**src/rtl/pool_reader_2x2_pkg.sv**
```systemverilog
// Shared accelerator definitions for the pooling back-end: widths, FSM encoding
// and Q5.10 constants.
package pool_reader_2x2_pkg;

  localparam int POOL_DATA_W = 16;
  localparam int POOL_ADDR_W = 11;
  localparam int POOL_DIM_W  = 6;

  typedef enum logic [2:0] {
    ST_IDLE = 3'd0,
    ST_RD0  = 3'd1,
    ST_RD1  = 3'd2,
    ST_RD2  = 3'd3,
    ST_RD3  = 3'd4,
    ST_CAP  = 3'd5,
    ST_WR   = 3'd6,
    ST_DONE = 3'd7
  } pool_state_t;

  localparam logic signed [POOL_DATA_W-1:0] Q_ZERO = 16'sh0000;
  localparam logic signed [POOL_DATA_W-1:0] Q_MIN  = 16'sh8000;

endpackage

```
**src/rtl/pool_reader_2x2_max4.sv**
```systemverilog
// Registered running signed maximum over the four samples of a pooling window.
// max_val already folds in the sample currently on din.
module max4_signed
  import pool_reader_2x2_pkg::*;
#(
  parameter int DATA_W = POOL_DATA_W
) (
  input  logic                     clk,
  input  logic                     clear,
  input  logic                     load,
  input  logic                     update,
  input  logic signed [DATA_W-1:0] din,
  output logic signed [DATA_W-1:0] max_val
);

  logic signed [DATA_W-1:0] max_p0;

  always_comb begin
    max_val = max_p0;
    if (load || (din > max_p0))
      max_val = din;
  end

  // running-max register, first sample loads unconditionally
  always_ff @(posedge clk) begin
    if (clear)
      max_p0 <= DATA_W'(Q_MIN);
    else if (load || update)
      max_p0 <= max_val;
  end

endmodule

```
**src/rtl/pool_reader_2x2.sv**
```systemverilog
// 2x2 max-pool reader: walks the feature map window by window through the
// shared single-port buffer and writes each pooled maximum back into it.
module pool_reader_2x2
  import pool_reader_2x2_pkg::*;
#(
  parameter int DATA_W = POOL_DATA_W,
  parameter int ADDR_W = POOL_ADDR_W,
  parameter int DIM_W  = POOL_DIM_W
) (
  input  logic                     clk,
  input  logic                     rstn,
  input  logic                     start,
  input  logic [DIM_W-1:0]         cfg_dim,
  input  logic [ADDR_W-1:0]        cfg_in_base,
  input  logic [ADDR_W-1:0]        cfg_out_base,
  input  logic                     relu_en,
  input  logic signed [DATA_W-1:0] ram_dout,
  output logic                     ram_we,
  output logic [ADDR_W-1:0]        ram_addr,
  output logic signed [DATA_W-1:0] pool_out,
  output logic                     choose,
  output logic                     busy,
  output logic                     done
);

  localparam int P_W = DIM_W - 1;

  pool_state_t state;

  logic [DIM_W-1:0]  dim_q;
  logic              relu_q;
  logic              empty_pend;
  logic              accept;

  logic [P_W-1:0]    pdim;
  logic [P_W-1:0]    row;
  logic [P_W-1:0]    col;
  logic              last_col;
  logic              last_win;

  logic [ADDR_W-1:0] dim_a;
  logic [ADDR_W-1:0] win_addr;
  logic [ADDR_W-1:0] row_addr;
  logic [ADDR_W-1:0] out_addr;
  logic [ADDR_W-1:0] next_row_addr;
  logic [ADDR_W-1:0] next_win_addr;

  logic                     cap_first;
  logic                     cap_next;
  logic signed [DATA_W-1:0] max_val;

  function automatic logic signed [DATA_W-1:0] relu_clamp(
    input logic signed [DATA_W-1:0] v,
    input logic                     en
  );
    return (en && (v < DATA_W'(Q_ZERO))) ? DATA_W'(Q_ZERO) : v;
  endfunction

  assign accept = (state == ST_IDLE) && !empty_pend && start;

  always_ff @(posedge clk) begin
    if (accept) begin
      dim_q  <= cfg_dim;
      relu_q <= relu_en;
    end
  end

  assign pdim     = dim_q[DIM_W-1:1];
  assign dim_a    = ADDR_W'(dim_q);
  assign last_col = (col == pdim - P_W'(1));
  assign last_win = last_col && (row == pdim - P_W'(1));

  // Odd maps simply skip the trailing column: the next window row starts 2*D on.
  assign next_row_addr = row_addr + (dim_a << 1);
  assign next_win_addr = last_col ? next_row_addr : win_addr + ADDR_W'(2);

  // read data trails the address by one cycle, so captures run RD1..CAP
  assign cap_first = (state == ST_RD1);
  assign cap_next  = (state == ST_RD2) || (state == ST_RD3) || (state == ST_CAP);

  max4_signed #(
    .DATA_W (DATA_W)
  ) u_max (
    .clk     (clk),
    .clear   (accept),
    .load    (cap_first),
    .update  (cap_next),
    .din     (ram_dout),
    .max_val (max_val)
  );

  always_ff @(posedge clk or negedge rstn) begin
    if (!rstn) begin
      state      <= ST_IDLE;
      ram_we     <= 1'b0;
      ram_addr   <= '0;
      pool_out   <= '0;
      choose     <= 1'b1;
      busy       <= 1'b0;
      done       <= 1'b0;
      empty_pend <= 1'b0;
      row        <= '0;
      col        <= '0;
      win_addr   <= '0;
      row_addr   <= '0;
      out_addr   <= '0;
    end else begin
      done <= 1'b0;
      case (state)
        ST_IDLE: begin
          if (empty_pend) begin
            empty_pend <= 1'b0;
            done       <= 1'b1;
            state      <= ST_DONE;
          end else if (start) begin
            row      <= '0;
            col      <= '0;
            win_addr <= cfg_in_base;
            row_addr <= cfg_in_base;
            out_addr <= cfg_out_base;
            if (cfg_dim[DIM_W-1:1] == '0) begin
              empty_pend <= 1'b1;
            end else begin
              state    <= ST_RD0;
              ram_addr <= cfg_in_base;
              busy     <= 1'b1;
              choose   <= 1'b0;
            end
          end
        end
        ST_RD0: begin
          ram_addr <= win_addr + ADDR_W'(1);
          state    <= ST_RD1;
        end
        ST_RD1: begin
          ram_addr <= win_addr + dim_a;
          state    <= ST_RD2;
        end
        ST_RD2: begin
          ram_addr <= win_addr + dim_a + ADDR_W'(1);
          state    <= ST_RD3;
        end
        ST_RD3: begin
          state <= ST_CAP;
        end
        ST_CAP: begin
          ram_we   <= 1'b1;
          ram_addr <= out_addr;
          pool_out <= relu_clamp(max_val, relu_q);
          state    <= ST_WR;
        end
        ST_WR: begin
          ram_we   <= 1'b0;
          out_addr <= out_addr + ADDR_W'(1);
          if (last_win) begin
            done   <= 1'b1;
            busy   <= 1'b0;
            choose <= 1'b1;
            state  <= ST_DONE;
          end else begin
            ram_addr <= next_win_addr;
            win_addr <= next_win_addr;
            state    <= ST_RD0;
            if (last_col) begin
              col      <= '0;
              row      <= row + P_W'(1);
              row_addr <= next_row_addr;
            end else begin
              col <= col + P_W'(1);
            end
          end
        end
        ST_DONE: begin
          state <= ST_IDLE;
        end
        default: begin
          state <= ST_IDLE;
        end
      endcase
    end
  end

endmodule

```
**config.mk**
```make
export PLATFORM = sky130hd
export DESIGN_NAME = pool_reader_2x2
export DESIGN_NICKNAME = d
export VERILOG_FILES = /design/src/rtl/pool_reader_2x2_pkg.sv /design/src/rtl/pool_reader_2x2_max4.sv /design/src/rtl/pool_reader_2x2.sv
export SDC_FILE = /design/constraint.sdc
export NUM_CORES = 1
export LEC_CHECK = 0
export BUFFER_PORTS_ARGS = -buffer_cell sky130_fd_sc_hd__buf_2
export CAP_MARGIN = 10
export CORE_MARGIN = 1.5
export CORE_UTILIZATION = 41
export CTS_CLUSTER_SIZE = 8
export DETAILED_ROUTE_END_ITERATION = 7
export PLACE_DENSITY = 0.71
export SLEW_MARGIN = 5
export SYNTH_ARGS = -nofsm -noshare
export SYNTH_HDL_FRONTEND = slang
export SYNTH_SLANG_ARGS = --single-unit
```
**constraint.sdc**
```tcl
create_clock -name clk -period 5.9 [get_ports clk]
set_clock_uncertainty 0.1 [all_clocks]
set_input_delay 0.59 -clock clk [delete_from_list [all_inputs] [get_ports clk]]
set_output_delay 0.59 -clock clk [all_outputs]
set_load 0.1 [all_outputs]
```
==> metrics.md, run 1 <==
| Metric | Value |
|---|---|
| Outcome | finished, final reports clean |
| Ys Warns | 0 |
| Final Instance Count excl. Fillers | 1055 |
| Count of vias placed by the detailed router | 5897 |
| Antenna Nets Post-Route | 0 |
| Routed WL | 17.6 mm |
| Area of the die | 17100 sq um |
| Leading post-synthesis cells by instance count | 102 x sky130_fd_sc_hd__nand2_1, 77 x sky130_fd_sc_hd__dfrtp_1, 77 x sky130_fd_sc_hd__nor2_1 |
| Worst Setup Path Type | register to register |
| Fraction of final layout cells with drive strength greater than 1 | 13.5% |
| Path category of the worst min-delay check | input port to asynchronous set/reset pin |
| RePlAce Congestion | 0.917 |
| Post-CTS setup-driven buffer insertion count | 0 |
| Post-Route Hold Slack | 0.286 ns |
| Routed met3 length | 1.21 mm |
| CP top delay family | compound AO/OA/AOI/OAI gates |
| Setup repair after global routing missed its margin | no |
| Post-route clock period utilization | 62.9% |
| TritonCTS Buffers | 9 |
| Count of boundary I/O pins | 79 |
| Via-per-instance ratio | 5.59 |
| Seq/Total Area, Yosys | 37.1% |
| Startpoint types | register |
| Main area contributors after synthesis | sky130_fd_sc_hd__dfrtp_1 29%, sky130_fd_sc_hd__ha_1 6.3%, sky130_fd_sc_hd__nand2_1 5.7% |
| Initial cell density of the core | 42.0% |
| Arrival time at the worst endpoint | 3.83 ns |
| Horizontal die dimension | 131 microns |
| Placement row count | 46 |
| Core ar. | 15900 sq um |
| Cell area after layout | 7510 sq um |
| Final Critical Period | 3.71 ns |
| Cell count after placement | 1038 |
| Top routing layer in use | met5 |
| Mean cell area of the mapped netlist | 8.59 sq um |
| Cells resized by post-CTS repair | 0 |
| Cell with the biggest individual delay on the critical path | sky130_fd_sc_hd__a311o_1 |
| Library cell with the largest summed area after synthesis | sky130_fd_sc_hd__dfrtp_1 |
| DRC viols | 0 |
| Total negative slack for setup checks | 0 ns |
| Setup-failing EPs final | 0 |
| Relative slew slack | 24.7% |
| CTS tree | yes |
| Antenna violations before repair | 2 |
| Post-synthesis cell count | 780 |
| DRC violation total after the first TritonRoute iteration | 395 |
| Number of buffers between clock root and the deepest sink | 2 |
| CP required | 6.02 ns |
| Area share of the largest cell type after synthesis | 28.7% |
| GR Util All Layers | 21.6% |
| Worst path cell trace | inv_1 -> ha_1 -> nor3b_1 -> xnor3_1 -> o2111ai_1 -> nor3_2 -> a311o_1 -> a211oi_1 -> a22oi_1 -> o21ai_0 |
| Tightest Pin Transition | 1.13 ns |
| Number of nets in the synthesized netlist | 864 |
| Number of filler instances in the final layout | 1555 |
| Detailed-route wire length on metal 1 | 8.05 mm |
| Signed area change from the synthesized netlist to the final layout | 12.1% |
| CTS H-tree lvls | 3 |
| Combined buffer and inverter count along the critical path | 1 |
| First-pass DRT Iterations | 5 |
| Maximum capacitance violations | 0 |
| Largest net degree at the start of global routing | 79 |
| CP max FO | 22 |
| Highest attainable clock frequency | 269 MHz |
| Number of unique standard cell types used by synthesis | 71 |
| Synthesis-stage register bit count | 101 |
| Metal2 WL | 8.00 mm |
| Endpoint class of the critical path | register |
| Critical Path Max Stage Delay | 0.70 ns |
| Most common flop cell mapped by yosys | sky130_fd_sc_hd__dfrtp_1 |
| Number of sinks on the clock net | 101 |
| Count of flip-flops with a built-in enable after synthesis | 7 |
| Total count of max-transition violations in the final report | 0 |
| # hold bufs at CTS | 0 |
| Die Y-Extent | 131 microns |
| Detailed-route wire length per cell | 16.7 microns |
| Area of the mapped netlist | 6700 sq um |
| Count of input and output buffers | 78 |
| Detailed placer's ending HPWL | 13.1 mm |
| Post-Place Cell Area | 7210 sq um |
| Cell with the most instances after synthesis | sky130_fd_sc_hd__nand2_1 |
| Clock latency at the later pin of the worst-skew pair | 0.36 ns |
| Number of global-route vias before repair | 5478 |
| CTS Root Cell | sky130_fd_sc_hd__clkbuf_16 |
| Number of nets in the layout | 917 |
| Clock-pin slew reported for the worst setup and hold paths after clock tree synthesis | 0.07 ns |
| Final Hold Viols | 0 |
| Sum of overflow across all layers after global routing | 0 |
| Async set or reset register ratio after synthesis | 77.2% |
| First-pass GRT wire length | 28.3 mm |
[worst paths after layout]
| path | slack (ns) | from | cells after the start | end |
|---|---|---|---|---|
| setup / recovery | 2.19 | dim_q[1] | 10 | ram_addr[9] |
| hold / removal | 0.29 | rstn | 1 | pool_out[13] |
| setup reg to reg | 2.19 | dim_q[1] | 10 | ram_addr[9] |
| hold reg to reg | 0.35 | relu_q | 1 | pool_out[15] |
| max in group asynchronous | 4.74 | rstn | 1 | win_addr[10] |
| min in group clk | 0.32 | cfg_dim[0] | 1 | dim_q[0] |
[stage by stage]
step	worst slack, ns	utilization (%)
after floorplan	2.97	-
after global placement	2.05	45.3
after detailed placement	2.00	45.3
after CTS	2.24	47.1
after global routing	1.97	47.1
final	2.19	47.1
[logic make-up (layout without fill, tap and decap cells)]
family	Yosys count	in the layout	share of synthesized area, %
mux	35	35	5.26
other cells	0	1	0
compound gates	229	229	21.4
flops	101	101	37.1
simple gates	260	260	17.8
buf+inv	76	134	5.04
xor+xnor	43	43	6.44
fa+ha+maj	36	36	6.94
[metal layers]
layer | vias up | GRT usage (%)
li1 | 2908 | -
met3 | 34 | 6.19
met2 | 170 | 34.2
met4 | 2 | 6.92
met5 | - | 0
met1 | 2783 | 28.5
[state kept, by name, summed over array words and instances, names as in the netlist, 5 cells and up]
name and count:
pool_out 16, ram_addr 11, win_addr 11, out_addr 11, u_max.max_p0 16, dim_q 6, row_addr 11, row 5
col 5
[cells in the final DEF (no fill, tap or decap), types with 17 or more instances in the layout]
| master | synthesis | routed |
|---|---|---|
| sky130_fd_sc_hd__nor2_1 | 77 | 76 |
| sky130_fd_sc_hd__ha_1 | 34 | 34 |
| sky130_fd_sc_hd__buf_2 | 6 | 77 |
| sky130_fd_sc_hd__a21oi_1 | 53 | 53 |
| sky130_fd_sc_hd__dfrtp_1 | 77 | 77 |
| sky130_fd_sc_hd__mux2i_1 | 33 | 33 |
| sky130_fd_sc_hd__xor2_1 | 19 | 19 |
| sky130_fd_sc_hd__nand3_1 | 20 | 20 |
| sky130_fd_sc_hd__xnor2_1 | 20 | 20 |
| sky130_fd_sc_hd__o21ai_0 | 69 | 69 |
| sky130_fd_sc_hd__nand2_1 | 102 | 102 |
| sky130_fd_sc_hd__o22ai_1 | 17 | 17 |
| sky130_fd_sc_hd__inv_1 | 32 | 32 |
[layout make-up]
cell class              instances  area, sq um  area share [%]
multi-input cells             603         3890            51.8
flip-flops and latches        101         2480            33.1
repair buffers                 84          438            5.83
well taps                     216          270            3.60
clock buffers                  11          254            3.38
inverters                      34          128            1.70
clock inverters                 5         41.3           0.550
diodes                          1         2.50          0.0333
[worst register-to-register path, cell delays in order, from the launching register on]
cell,delay [ns]
sky130_fd_sc_hd__edfxtp_1,0.53
sky130_fd_sc_hd__inv_1,0.22
sky130_fd_sc_hd__ha_1,0.21
sky130_fd_sc_hd__nor3b_1,0.35
sky130_fd_sc_hd__xnor3_1,0.20
sky130_fd_sc_hd__o2111ai_1,0.35
sky130_fd_sc_hd__nor3_2,0.54
sky130_fd_sc_hd__a311o_1,0.70
sky130_fd_sc_hd__a211oi_1,0.10
sky130_fd_sc_hd__a22oi_1,0.18
sky130_fd_sc_hd__o21ai_0,0.10
Power of run 1 is left out: the tool's default activity adds up to more than one toggle a clock period on the data nets, which glitch-free logic cannot reach.
==> run 2, diff against run 1 <==
--- a/config.mk
+++ b/config.mk
@@ -11,7 +11,7 @@
 export CORE_UTILIZATION = 41
 export CTS_CLUSTER_SIZE = 8
 export DETAILED_ROUTE_END_ITERATION = 7
-export PLACE_DENSITY = 0.71
+export PLACE_DENSITY = 0.73
 export SLEW_MARGIN = 5
 export SYNTH_ARGS = -nofsm -noshare
 export SYNTH_HDL_FRONTEND = slang
==> constraint.sdc (replaced) <==
create_clock -name clk -period 3.4 [get_ports clk]
set_clock_uncertainty 0.1 [all_clocks]
set_input_delay 0.34 -clock clk [delete_from_list [all_inputs] [get_ports clk]]
set_output_delay 0.34 -clock clk [all_outputs]
set_load 0.1 [all_outputs]
==> metrics.md, run 2 (synthesized netlist as in run 1, its figures left out) <==
| Metric | Value |
|---|---|
| Clock latency at the later pin of the worst-skew pair | 0.36 ns |
| Path category of the worst min-delay check | input port to asynchronous set/reset pin |
| Antenna Nets Post-Route | 0 |
| Critical Path Max Stage Delay | 0.44 ns |
| Endpoint class of the critical path | register |
| CP required | 3.53 ns |
| Number of global-route vias before repair | 5724 |
| Number of sinks on the clock net | 101 |
| Detailed-route wire length per cell | 17.2 microns |
| GR Util All Layers | 22.4% |
| Die Y-Extent | 131 microns |
| Outcome | finished, final reports clean |
| Final Critical Period | 3.18 ns |
| Count of vias placed by the detailed router | 6004 |
| Initial cell density of the core | 42.0% |
| Depth of the worst register-to-register path | 11 |
| Final Hold Viols | 0 |
| Number of buffers between clock root and the deepest sink | 2 |
| Number of filler instances in the final layout | 1564 |
| Startpoint types | register |
| DRC violation total after the first TritonRoute iteration | 438 |
| Count of boundary I/O pins | 79 |
| Levels on crit path | 11 |
| CTS Root Cell | sky130_fd_sc_hd__clkbuf_16 |
| Post-route clock period utilization | 93.4% |
| Placement row count | 46 |
| Horizontal die dimension | 131 microns |
| Total count of max-transition violations in the final report | 0 |
| Setup-failing EPs final | 0 |
| Cell with the biggest individual delay on the critical path | sky130_fd_sc_hd__dfrtp_2 |
| Total negative slack for setup checks | 0 ns |
| Setup repair after global routing missed its margin | no |
| Combined buffer and inverter count along the critical path | 1 |
| Worst setup path endpoint | ram_addr[8] |
| Highest attainable clock frequency | 315 MHz |
| Signed area change from the synthesized netlist to the final layout | 13.9% |
| Arrival time at the worst endpoint | 3.31 ns |
| Relative slew slack | 27.0% |
| Leading cell types in the layout, fill and taps excluded | 102 x sky130_fd_sc_hd__nand2_1, 77 x sky130_fd_sc_hd__buf_2, 76 x sky130_fd_sc_hd__nor2_1, 76 x sky130_fd_sc_hd__dfrtp_1, 69 x sky130_fd_sc_hd__o21ai_0 |
| Core ar. | 15900 sq um |
| Post-CTS setup-driven buffer insertion count | 0 |
| CTS H-tree lvls | 3 |
| RePlAce Congestion | 0.941 |
| Worst R2R Setup Slack | 0.22 ns |
| Reg-to-reg critical path startpoint | win_addr[0] |
| Detailed placer's ending HPWL | 13.6 mm |
| Worst Setup Path Type | register to register |
| Worst setup path startpoint | win_addr[0] |
| Most frequent standard cell in the layout excluding fill and tap cells | sky130_fd_sc_hd__nand2_1 |
| Routed WL | 18.4 mm |
| Endpoint of the worst-slack reg-to-reg timing path | ram_addr[8] |
| Registers with the most flip-flops | pool_out: 16 flops, u_max.max_p0: 16 flops |
| TritonCTS Buffers | 9 |
| Via-per-instance ratio | 5.63 |
| DRC viols | 0 |
| Sum of overflow across all layers after global routing | 0 |
| Maximum capacitance violations | 0 |
| Number of antenna cells inserted | 0 |
| Count of input and output buffers | 78 |
| Antenna violations before repair | 1 |
| CTS tree | yes |
| Fraction of final layout cells with drive strength greater than 1 | 15.3% |
| Area of the die | 17100 sq um |
| CP max FO | 6 |
| Tightest Pin Transition | 1.09 ns |
| Clock-pin slew reported for the worst setup and hold paths after clock tree synthesis | 0.07 ns |
| CP top delay family | compound AO/OA/AOI/OAI gates |
| First-pass DRT Iterations | 5 |
| Number of nets in the layout | 930 |
| First-pass GRT wire length | 29.5 mm |
| Largest net degree at the start of global routing | 79 |
| Worst path cell trace | ha_1 -> inv_1 -> fa_1 -> nor2b_1 -> o31a_1 -> o21ai_0 -> a211oi_1 -> xnor2_1 -> or4_1 -> nand3_1 -> o211ai_1 |
-- run 2: cell count changes in the layout (fill, tap and decap cells not counted), sizes merged --
cell      change
clkbuf        -1
clkinvlp      -1
buf          +13
diode         -1
clkinv        -1
inv           +3
-- run 2: final cells by class --
| cell class | count | area, sq um | area share [%] |
|---|---|---|---|
| inverters | 34 | 128 | 1.67 |
| clock buffers | 10 | 229 | 3.00 |
| clock inverters | 6 | 53.8 | 0.705 |
| well taps | 216 | 270 | 3.54 |
| repair buffers | 97 | 548 | 7.18 |
| multi-input cells | 603 | 3920 | 51.3 |
| flip-flops and latches | 101 | 2480 | 32.6 |
-- run 2: worst register-to-register path, stage by stage, from the launching register on --
cell	delay [ns]
sky130_fd_sc_hd__dfrtp_2	0.44
sky130_fd_sc_hd__ha_1	0.22
sky130_fd_sc_hd__inv_1	0.06
sky130_fd_sc_hd__fa_1	0.42
sky130_fd_sc_hd__nor2b_1	0.16
sky130_fd_sc_hd__o31a_1	0.22
sky130_fd_sc_hd__o21ai_0	0.25
sky130_fd_sc_hd__a211oi_1	0.37
sky130_fd_sc_hd__xnor2_1	0.19
sky130_fd_sc_hd__or4_1	0.42
sky130_fd_sc_hd__nand3_1	0.09
sky130_fd_sc_hd__o211ai_1	0.09
-- run 2: per-layer routing --
layer,global-route usage [%],wire length [microns],up-vias
met5,0,7,-
met4,8.60,504,2
met3,5.54,1220,39
met2,36.2,8560,204
met1,28.9,8080,2839
li1,-,-,2920
-- run 2: repair_timing --
action / 4_1_cts / 5_1_grt
hold buffers: 0 / 0
endpoints found under the setup margin: 0 / 15
hold endpoints to repair: 0 / 0
gates resized for setup: 0 / 5
-- run 2: stage by stage --
step	setup WS [ns]	cells	instance area [sq um]	util, %	hold slack [ns]
after floorplan	0.525	780	6700	-	-0.0556
after global placement	0.215	1051	7320	45.9	0.343
after CTS	0.133	1067	7610	47.7	0.0545
after detailed placement	0.149	1051	7320	45.9	0.356
after global routing	0.0473	1067	7630	47.9	0.0626
final	0.223	1067	7630	47.9	0.0650
-- run 2: worst min-delay path by stage --
stage                     cells after the start  slack (ns)    start            to
after floorplan                               0       -0.06     rstn          busy
after global placement                        1        0.34   relu_q  pool_out[15]
after detailed placement                      1        0.36   relu_q  pool_out[15]
after CTS                                     1        0.05  relu_en        relu_q
after global routing                          1        0.06  relu_en        relu_q
final                                         1        0.07     rstn  pool_out[10]
Power of run 2 is left out for the same reason.
==> run 3, diff against run 2 <==
--- a/config.mk
+++ b/config.mk
@@ -5,13 +5,12 @@
 export SDC_FILE = /design/constraint.sdc
 export NUM_CORES = 1
 export LEC_CHECK = 0
-export BUFFER_PORTS_ARGS = -buffer_cell sky130_fd_sc_hd__buf_2
 export CAP_MARGIN = 10
 export CORE_MARGIN = 1.5
 export CORE_UTILIZATION = 41
 export CTS_CLUSTER_SIZE = 8
 export DETAILED_ROUTE_END_ITERATION = 7
-export PLACE_DENSITY = 0.73
+export DONT_BUFFER_PORTS = 1
 export SLEW_MARGIN = 5
 export SYNTH_ARGS = -nofsm -noshare
 export SYNTH_HDL_FRONTEND = slang
==> metrics.md, run 3 (synthesized netlist as in run 1, its figures left out) <==
| Metric | Value |
|---|---|
| Antenna Nets Post-Route | 0 |
| Detailed-route wire length on metal 1 | 8.14 mm |
| Number of sinks on the clock net | 101 |
| Relative slew slack | 26.0% |
| Registers with the most flip-flops | pool_out: 16 flops, u_max.max_p0: 16 flops |
| Storage cell area | 2480 sq um |
| Horizontal die dimension | 131 microns |
| GR Util All Layers | 23.8% |
| CP required | 3.52 ns |
| Tightest Pin Transition | 1.11 ns |
| RePlAce Congestion | 0.934 |
| Setup-failing EPs final | 0 |
| Largest net degree at the start of global routing | 79 |
| Setup repair after global routing missed its margin | no |
| Outcome | finished, final reports clean |
| Routed WL | 19.5 mm |
| Startpoint types | register |
| Core ar. | 15900 sq um |
| Total negative slack for setup checks | 0 ns |
| Post-route clock period utilization | 94.0% |
| Path category of the worst min-delay check | input port to register |
| Detailed placer's ending HPWL | 14.6 mm |
| Most frequent standard cell in the layout excluding fill and tap cells | sky130_fd_sc_hd__nand2_1 |
| CTS Root Cell | sky130_fd_sc_hd__clkbuf_16 |
| Arrival time at the worst endpoint | 3.32 ns |
| Sum of overflow across all layers after global routing | 0 |
| DRC viols | 0 |
| First-pass GRT wire length | 31.0 mm |
| Antenna violations before repair | 0 |
| Final Critical Period | 3.20 ns |
| Worst Setup Path Type | register to register |
| Clock latency at the later pin of the worst-skew pair | 0.36 ns |
| Total count of max-transition violations in the final report | 0 |
| Count of vias placed by the detailed router | 5842 |
| Final Hold Viols | 0 |
| Fraction of final layout cells with drive strength greater than 1 | 7.11% |
| Via-per-instance ratio | 5.82 |
| Number of filler instances in the final layout | 1540 |
| Number of antenna cells inserted | 0 |
| CP max FO | 6 |
| Number of global-route vias before repair | 5831 |
| Maximum capacitance violations | 0 |
| Clock-pin slew reported for the worst setup and hold paths after clock tree synthesis | 0.07 ns |
| Area occupied by multi-input gates | 3910 sq um |
| Top routing layer in use | met4 |
| Routed met3 length | 1.51 mm |
| Area of the die | 17100 sq um |
| Signed area change from the synthesized netlist to the final layout | 10.5% |
| First-pass DRT Iterations | 5 |
| CTS tree | yes |
| DRC violation total after the first TritonRoute iteration | 431 |
| Count of input and output buffers | 0 |
| Initial cell density of the core | 42.0% |
| Endpoint class of the critical path | register |
| TritonCTS Buffers | 9 |
| Placement row count | 46 |
| Leading cell types in the layout, fill and taps excluded | 102 x sky130_fd_sc_hd__nand2_1, 77 x sky130_fd_sc_hd__dfrtp_1, 76 x sky130_fd_sc_hd__nor2_1 |
| Detailed-route wire length per cell | 19.4 microns |
| Number of buffers between clock root and the deepest sink | 2 |
| Count of boundary I/O pins | 79 |
| Highest attainable clock frequency | 313 MHz |
| Metal2 WL | 9.29 mm |
| Number of nets in the layout | 867 |
| CTS H-tree lvls | 3 |
| Die Y-Extent | 131 microns |
-- run 3: layout make-up --
| cell class | count | share of cell area, % |
|---|---|---|
| multi-input combinational | 603 | 52.7 |
| tap | 216 | 3.65 |
| sequential | 101 | 33.5 |
| clock buffer | 11 | 3.41 |
| timing repair buffer | 34 | 4.42 |
| inverter | 34 | 1.72 |
| clock inverter | 5 | 0.557 |
-- run 3: metrics by stage --
stage               cell area, sq um  cells  util, %  worst slack (ns)  hold slack (ns)
finish                          7410   1004     46.5             0.203           0.0153
global route                    7410   1004     46.5           0.00762           0.0101
CTS                             7390   1003     46.4             0.117           0.0126
detailed placement              6960    975     43.7             0.145          -0.0509
global placement                6960    975     43.7             0.265          -0.0510
floorplan                       6700    780        -             0.525          -0.0556
-- run 3: worst paths after layout --
| path | start | end | slack (ns) | cells after the start |
|---|---|---|---|---|
| max in group asynchronous | rstn | row_addr[5] | 2.39 | 2 |
| worst max-delay path | win_addr[0] | ram_addr[8] | 0.20 | 11 |
| worst min-delay path | cfg_out_base[7] | out_addr[7] | 0.02 | 2 |
| worst max register to register | win_addr[0] | ram_addr[8] | 0.20 | 11 |
| min in group asynchronous | rstn | pool_out[11] | 0.42 | 2 |
| worst min register to register | relu_q | pool_out[15] | 0.39 | 1 |
-- run 3: worst max-delay path, stage by stage, from the launching register on --
cell and delay (ns):
sky130_fd_sc_hd__dfrtp_1 0.43, sky130_fd_sc_hd__ha_1 0.22, sky130_fd_sc_hd__inv_1 0.07, sky130_fd_sc_hd__fa_1 0.41, sky130_fd_sc_hd__nor2b_1 0.17, sky130_fd_sc_hd__o31a_1 0.23, sky130_fd_sc_hd__o2111a_1 0.20, sky130_fd_sc_hd__a311oi_1 0.07
sky130_fd_sc_hd__or3_4 0.44, sky130_fd_sc_hd__or4_1 0.52, sky130_fd_sc_hd__nand3_1 0.10, sky130_fd_sc_hd__o211ai_1 0.10
-- run 3: what timing repair did --
| action | 4_1_cts | 5_1_grt |
|---|---|---|
| hold buffers | 12 | 0 |
| resized for setup | 0 | 3 |
| endpoints found under the hold margin | 88 | 0 |
| setup buffers | 0 | 1 |
| endpoints found under the setup margin | 0 | 3 |
-- run 3: metal layers --
layer	global-route usage, %	up-vias
li1	-	2807
met5	0	-
met1	29.9	2819
met3	7.29	40
met2	39.2	176
met4	7.95	0
Power of run 3 is left out for the same reason.
